File: config.mk
export PLATFORM = sky130hd
export DESIGN_NAME = mem_arbiter
export DESIGN_NICKNAME = d
export VERILOG_FILES = /design/src/rtl/mem_arbiter.sv
export SDC_FILE = /design/constraint.sdc
export NUM_CORES = 1
export LEC_CHECK = 0
export CAP_MARGIN = 10
export CORE_MARGIN = 5
export CORE_UTILIZATION = 42
export DETAILED_ROUTE_END_ITERATION = 12
export GPL_TIMING_DRIVEN = 0
export PLACE_DENSITY = 0.85
export SYNTH_ARGS = -nofsm -noshare
export SYNTH_HDL_FRONTEND = slang
export SYNTH_SLANG_ARGS = --single-unit
File: constraint.sdc
create_clock -name clk -period 3.9 [get_ports clk]
set_input_delay 0.585 -clock clk [delete_from_list [all_inputs] [get_ports clk]]
set_output_delay 0.585 -clock clk [all_outputs]
set_load 0.02 [all_outputs]
File: src/rtl/mem_arbiter.sv
// Two-requester (IFU/LSU) arbiter for a single memory port, one transaction in flight, with timeout.
// Define ARB_ROUND_ROBIN_EN for round-robin tie breaking; default build gives the LSU fixed priority.
module mem_arbiter #(
    parameter int TIMEOUT = 255
) (
    input  logic        clk,
    input  logic        rst,
    input  logic        ifu_req,
    input  logic [31:0] ifu_addr,
    output logic        ifu_gnt,
    output logic        ifu_rvalid,
    input  logic        lsu_req,
    input  logic        lsu_we,
    input  logic [31:0] lsu_addr,
    input  logic [31:0] lsu_wdata,
    input  logic [3:0]  lsu_wmask,
    output logic        lsu_gnt,
    output logic        lsu_rvalid,
    output logic [31:0] rsp_rdata,
    output logic        rsp_err,
    output logic        mem_valid,
    output logic        mem_we,
    output logic [31:0] mem_addr,
    output logic [31:0] mem_wdata,
    output logic [3:0]  mem_wmask,
    input  logic        mem_ready,
    input  logic        mem_rvalid,
    input  logic [31:0] mem_rdata,
    output logic        busy
);

    if (TIMEOUT < 2 || TIMEOUT > 255) begin : g_bad_timeout
        $error("mem_arbiter: TIMEOUT must be in 2..255");
    end

    typedef enum logic [1:0] {
        IDLE  = 2'd0,
        ISSUE = 2'd1,
        WAIT  = 2'd2
    } state_t;

    localparam logic [7:0] TO_LAST = 8'(TIMEOUT - 1);

    state_t      state_q, state_d;
    logic [7:0]  cnt_q, cnt_d;
    logic        owner_lsu_q, owner_lsu_d;
    logic        we_q, we_d;
    logic [31:0] addr_q, addr_d;
    logic [31:0] wdata_q, wdata_d;
    logic [3:0]  wmask_q, wmask_d;
    logic [31:0] rdata_q, rdata_d;
    logic        err_q, err_d;
    logic        ifu_rv_q, ifu_rv_d;
    logic        lsu_rv_q, lsu_rv_d;

    logic        pick_lsu;
    logic        grant_en;

`ifdef ARB_ROUND_ROBIN_EN
    logic        last_lsu_q, last_lsu_d;

    // On a tie the requester that was not granted most recently wins.
    always_comb begin
        pick_lsu = lsu_req && (!ifu_req || !last_lsu_q);
    end
`else
    always_comb begin
        pick_lsu = lsu_req;
    end
`endif

    // Grants are suppressed while reset is asserted; the edge forces IDLE anyway.
    assign grant_en = rst && (state_q == IDLE) && (ifu_req || lsu_req);

    always_comb begin
        state_d     = state_q;
        cnt_d       = cnt_q;
        owner_lsu_d = owner_lsu_q;
        we_d        = we_q;
        addr_d      = addr_q;
        wdata_d     = wdata_q;
        wmask_d     = wmask_q;
        rdata_d     = rdata_q;
        err_d       = err_q;
        ifu_rv_d    = 1'b0;
        lsu_rv_d    = 1'b0;
        ifu_gnt     = 1'b0;
        lsu_gnt     = 1'b0;
`ifdef ARB_ROUND_ROBIN_EN
        last_lsu_d  = last_lsu_q;
`endif

        case (state_q)
            IDLE: begin
                if (grant_en) begin
                    lsu_gnt     = pick_lsu;
                    ifu_gnt     = !pick_lsu;
                    owner_lsu_d = pick_lsu;
                    cnt_d       = 8'd0;
                    state_d     = ISSUE;
`ifdef ARB_ROUND_ROBIN_EN
                    last_lsu_d  = pick_lsu;
`endif
                    if (pick_lsu) begin
                        we_d    = lsu_we;
                        addr_d  = lsu_addr;
                        wdata_d = lsu_wdata;
                        wmask_d = lsu_wmask;
                    end else begin
                        we_d    = 1'b0;
                        addr_d  = ifu_addr;
                        wdata_d = 32'd0;
                        wmask_d = 4'd0;
                    end
                end
            end

            ISSUE: begin
                // Timeout takes precedence over a late accept in the same cycle.
                if (cnt_q == TO_LAST) begin
                    rdata_d  = 32'd0;
                    err_d    = 1'b1;
                    ifu_rv_d = !owner_lsu_q;
                    lsu_rv_d = owner_lsu_q;
                    state_d  = IDLE;
                end else begin
                    cnt_d = cnt_q + 8'd1;
                    if (mem_ready) begin
                        state_d = WAIT;
                    end
                end
            end

            WAIT: begin
                // A completion arriving in the timeout cycle still returns real data.
                if (mem_rvalid) begin
                    rdata_d  = mem_rdata;
                    err_d    = 1'b0;
                    ifu_rv_d = !owner_lsu_q;
                    lsu_rv_d = owner_lsu_q;
                    state_d  = IDLE;
                end else if (cnt_q == TO_LAST) begin
                    rdata_d  = 32'd0;
                    err_d    = 1'b1;
                    ifu_rv_d = !owner_lsu_q;
                    lsu_rv_d = owner_lsu_q;
                    state_d  = IDLE;
                end else begin
                    cnt_d = cnt_q + 8'd1;
                end
            end

            default: begin
                state_d = IDLE;
            end
        endcase
    end

    always_ff @(posedge clk) begin
        if (!rst) begin
            state_q     <= IDLE;
            cnt_q       <= 8'd0;
            owner_lsu_q <= 1'b0;
            we_q        <= 1'b0;
            addr_q      <= 32'd0;
            wdata_q     <= 32'd0;
            wmask_q     <= 4'd0;
            rdata_q     <= 32'd0;
            err_q       <= 1'b0;
            ifu_rv_q    <= 1'b0;
            lsu_rv_q    <= 1'b0;
`ifdef ARB_ROUND_ROBIN_EN
            last_lsu_q  <= 1'b0;
`endif
        end else begin
            state_q     <= state_d;
            cnt_q       <= cnt_d;
            owner_lsu_q <= owner_lsu_d;
            we_q        <= we_d;
            addr_q      <= addr_d;
            wdata_q     <= wdata_d;
            wmask_q     <= wmask_d;
            rdata_q     <= rdata_d;
            err_q       <= err_d;
            ifu_rv_q    <= ifu_rv_d;
            lsu_rv_q    <= lsu_rv_d;
`ifdef ARB_ROUND_ROBIN_EN
            last_lsu_q  <= last_lsu_d;
`endif
        end
    end

    assign mem_valid  = (state_q == ISSUE);
    assign mem_we     = we_q;
    assign mem_addr   = addr_q;
    assign mem_wdata  = wdata_q;
    assign mem_wmask  = wmask_q;
    assign busy       = (state_q != IDLE);
    assign ifu_rvalid = ifu_rv_q;
    assign lsu_rvalid = lsu_rv_q;
    assign rsp_rdata  = rdata_q;
    assign rsp_err    = err_q;

endmodule

**Yosys cells after proc, flatten, opt, wreduce, memory -nomap -nowiden**

Cells that the tools add are included.

- Register bits after elaboration: 115
- Input bits: 139
- Output and inout bits: 108

- Add/sub/neg operators: 1
- Eq/ne operators: 7
- Muxes and demuxes: 30
- Reductions and logical operators: 12

Operators by type and width:

| cell | count |
|---|---|
| two-way mux 32 bit | 4 |
| one-hot mux 32 bit (2 select lines) | 1 |
| two-way mux 8 bit | 3 |
| one-hot mux 8 bit (3 select lines) | 1 |
| two-way mux 1 bit | 11 |
| two-way mux 2 bit | 5 |
| adder 8 x 1 -> 8 bit (second input constant) | 1 |
| equality test 8 bit (second input constant) | 1 |
| one-hot mux 1 bit (2 select lines) | 3 |
| one-hot mux 2 bit (3 select lines) | 1 |
| AND reduction 3 bit | 2 |
| two-way mux 4 bit | 1 |
| inequality test 2 bit (second input constant) | 2 |
| nonzero test 2 bit | 2 |
| inequality test 3 x 1 -> 1 bit (second input constant) | 1 |
| inequality test 3 bit (second input constant) | 1 |
| nonzero test 3 bit | 1 |
| equality test 2 x 1 -> 1 bit (second input constant) | 1 |
| equality test 2 bit (second input constant) | 1 |
| logical AND 1 bit | 2 |
| zero test 1 bit | 2 |
| zero test 2 bit | 1 |
| AND reduction 2 bit | 1 |
| logical OR 1 bit | 1 |

**Depth between registers and ports, before layout**

- Depth in word-level cells: 5
- Depth in mapped cells: 7
- Gate-level depth less buffers: 6

**Least setup slack after synthesis**

OpenSTA, ideal clock, no wires.

- Path type: in2out
- Start point: in lsu_req
- End point: out ifu_gnt
- Data arrival time: 1.425 ns
- Slack: 1.890 ns
- Cell stages on the path: 3
- Buffers on the path: 2
- Cells stage by stage: buf_2 and4b_1 buf_1

- Word-level cells in the longest chain between the ends: 4
- Elaborated cells on any way between the ends: 5

RTL lines:

| what | RTL line | text |
|---|---|---|
| start, declared | 12 | `input logic lsu_req,` |
| logical OR 1 bit | 73 | `assign grant_en = rst && (state_q == IDLE) && (ifu_req \|\| lsu_req);` |
| logical AND 1 bit | 73 |  |
| two-way mux 1 bit (*) | 95 | `if (grant_en) begin` |
| two-way mux 1 bit (*) | 93 | `case (state_q)` |
| end, declared | 10 | `output logic ifu_gnt,` |

Mark *: on every way between the ends. The rest lies on a longest branch, timed or not.

**Worst setup path after layout**

- Start point: in rst
- End point: out ifu_gnt

- Word-level cells in the longest chain between the ends: 4

RTL lines:

| what | RTL line | text |
|---|---|---|
| start, declared | 7 | `input logic rst,` |
| logical AND 1 bit (2 in a row) | 73 |  |
| two-way mux 1 bit | 95 |  |
| two-way mux 1 bit | 93 |  |

Every way passes these cells.

==> reports/metrics.yaml <==
p_leak_nw: 3.01
holdCritPathClass: "register to register"
min_period_over_period_pct: 84.3
cts_setup_buffers: 0
tightest_slew_ns: 0.532
ant_nets: 0
skew_ns: 0.00886
critPathMaxFanout: 10
p_sw_share_pct: 30.1
gp_congestion: 0.855
dieWidth_um: 114
status: "finished, final reports clean"
h-tree-depth: 4
critPathMaxStageDelay_ns: 0.69
ys_seq_elements: 115
syn_nets: 634
yosysUniqueCellTypes: 39
maxCapViolCount: 0
power_density_mw_per_mm2: 550
relSlewSlack_pct: 64.3
cts_tree: "built"
fp.dieH_um: 114
worstSetupEndpointType: "primary output"
clock_power_share_pct: 37.4
fin_util_pct: 72.6
drcViolationCount: 0
layout_min_cycle_time_ns: 3.29
synth_common_cells: "dfxtp_1 (115), nand2_1 (90), nor2b_1 (50)"
p_sw_mw: 1.30
grt_pass1_wl_mm: 23.5
grt.overflow.total: 0
crit_family: "buffers and inverters"
crit_arrival_ns: 2.70
crit_chain: "clkdlybuf4s50_1, buf_2, and4b_1, buf_1, clkdlybuf4s50_1"
dr.pass1.iters: 5
worstPathRequired_ns: 3.31
synth_most_common_cell: "dfxtp_1"
drt-vias-per-instance: 5.17
intPower_mw: 3.02
synth_area_per_cell_sq_um: 9.38
area_growth_syn_to_layout_pct: 70.9
setup_viol: 0
cp-start-kind: "primary input"
rsz0062_at_grt: "no"
ctsResizeCount: 0
multiInputGateArea_sq_mm: 0.00210
initial_core_util_pct: 42.5
hp-start: "owner_lsu_q"
fill_cells: 774
drive_gt1_share_pct: 6.01
seqPwrFrac_pct: 32.8
drtIter0Drc: 295
antenna_found_initial: 0
critPathMostFrequentCell: "clkdlybuf4s50_1"
cts_made_buffers: 17
cts_sinks: 115
cp_slowest_cell: "clkdlybuf4s50_1"
routed_wl_mm: 15.0
synth_top_area_share_pct: 50.2
post-dp-hpwl_mm: 11.6
grt_pass1_vias: 4778
clk_pin_slew_worst_paths_ns: 0.06
fin_nets: 898
seq_area_frac_synth_pct: 50.2
port_buffers: 245
cp.buffers_inverters: 4
grt_max_degree: 17
core_sq_mm: 0.0108
synth_async_sr_flop_share_pct: 0
synth_edf_count: 0
syn_inst: 489
crit_type: "primary input to primary output"
synth_warnings: 0
vias: 4682
max-vdd-ir-drop_v: 0.000322
cts_hold_buffers: 0
post_drt_wl_per_cell_um: 16.6
clockRootBuffer: "clkbuf_8"
io_pins: 247
clockBufferDepth: 2
synth_ff_type: "dfxtp_1"
synth_top_area_cell: "dfxtp_1"
pwr-share-comb_pct: 29.8
final-seq-area_sq_mm: 0.00230
startpoint: "rst"
dieArea_sq_mm: 0.0131
diodes: 0
max_freq_mhz: 304
gr-usage-all-layers_pct: 22.4
slew_violations: 0
rows: 38
synth_area_leaders: "dfxtp_1 (50%), nand2_1 (7.4%), nor2b_1 (6.8%)"
syn-cell-area_sq_mm: 0.00459
clock_latency_ns: 0.50
timing.rr.start: "state_q[0]"
final-hold-violation-count: 0
setup_tns_ns: 0
layout by cell type, fill, tap and decap left out, types with 3 or more instances in the layout:
cell type	synthesis	final
a21oi_1	38	38
a222oi_1	13	13
a22oi_1	37	37
buf_1	6	6
buf_2	10	10
bufinv_16	0	4
clkbuf_1	22	23
clkbuf_16	0	16
clkbuf_8	0	5
clkdlybuf4s50_1	0	245
clkinv_2	0	3
dfxtp_1	115	115
ha_1	6	6
inv_1	5	5
mux2i_1	19	19
nand2_1	90	90
nand3_1	5	5
nor2_1	7	7
nor2b_1	50	50
o211a_1	20	20
o211ai_1	4	4
o21ai_0	5	5
o21ai_1	3	3
o31ai_1	5	5
or4_1	5	5
per-stage QoR:
| step | power (mW) | worst slack (ns) | cells | hold slack, ns | area (sq um) |
|---|---|---|---|---|---|
| 3_3_place_gp | 2.69 | 0.655 | 874 | 0.423 | 7210 |
| 6_report | 4.31 | 0.611 | 905 | 0.452 | 7840 |
| 5_1_grt | 4.53 | 0.492 | 905 | 0.471 | 7840 |
| 3_5_place_dp | 2.73 | 0.621 | 874 | 0.437 | 7210 |
| 4_1_cts | 4.36 | 0.612 | 905 | 0.453 | 7840 |
| 2_1_floorplan | 2.11 | 1.89 | 489 | 0.414 | 4590 |
worst min-delay path, stage by stage, from the launching register on:
cell     delay (ns)
dfxtp_1        0.32
inv_1          0.05
nor2_1         0.04
cell type report:
type	count	share of cell area, %
Buffer	39	2.08
Timing Repair Buffer	245	31.3
Clock inverter	9	1.93
Sequential cell	115	29.4
Multi-Input combinational cell	330	26.8
Inverter	5	0.239
Tap cell	140	2.23
Clock buffer	22	6.03
cell families after synthesis:
group           Yosys count  synth area share, %
buf+inv                  44                 3.96
mux                      19                 4.15
fa+ha+maj                 6                 1.64
simple gates            172                 18.9
compound gates          133                 21.2
flops                   115                 50.2
routing by layer:
| metal | GRT usage, % | share of wire [%] |
|---|---|---|
| met3 | 7.72 | 7.9 |
| met5 | 0 | 0 |
| met2 | 40.4 | 51 |
| met1 | 23.6 | 38 |
| met4 | 9.26 | 3.0 |
worst paths after layout:
check                end  slack (ns)  cells past startpoint
min reg2reg   lsu_rvalid        0.45                      2
min           lsu_rvalid        0.45                      2
max reg2reg  mem_addr[8]        1.92                      7
max              ifu_gnt        0.61                      5
flip-flops by register name, indices dropped and copies added (netlist names):
register	cells
ifu_rvalid	1
owner_lsu_q	1
rsp_err	1
lsu_rvalid	1
rsp_rdata	32
mem_addr	32
cnt_q	8
mem_wmask	4
mem_we	1
mem_wdata	32
state_q	2
power by group through the flow:
stage | clock, mW | sequential [mW] | combinational, mW
after detailed placement | 0 | 1.44 | 1.29
after global placement | 0 | 1.43 | 1.26
after CTS | 1.64 | 1.42 | 1.30
after global routing | 1.71 | 1.43 | 1.39
after floorplan | 0 | 1.59 | 0.526
final | 1.61 | 1.42 | 1.28
Note: power is estimated with default switching activity, not from simulation.
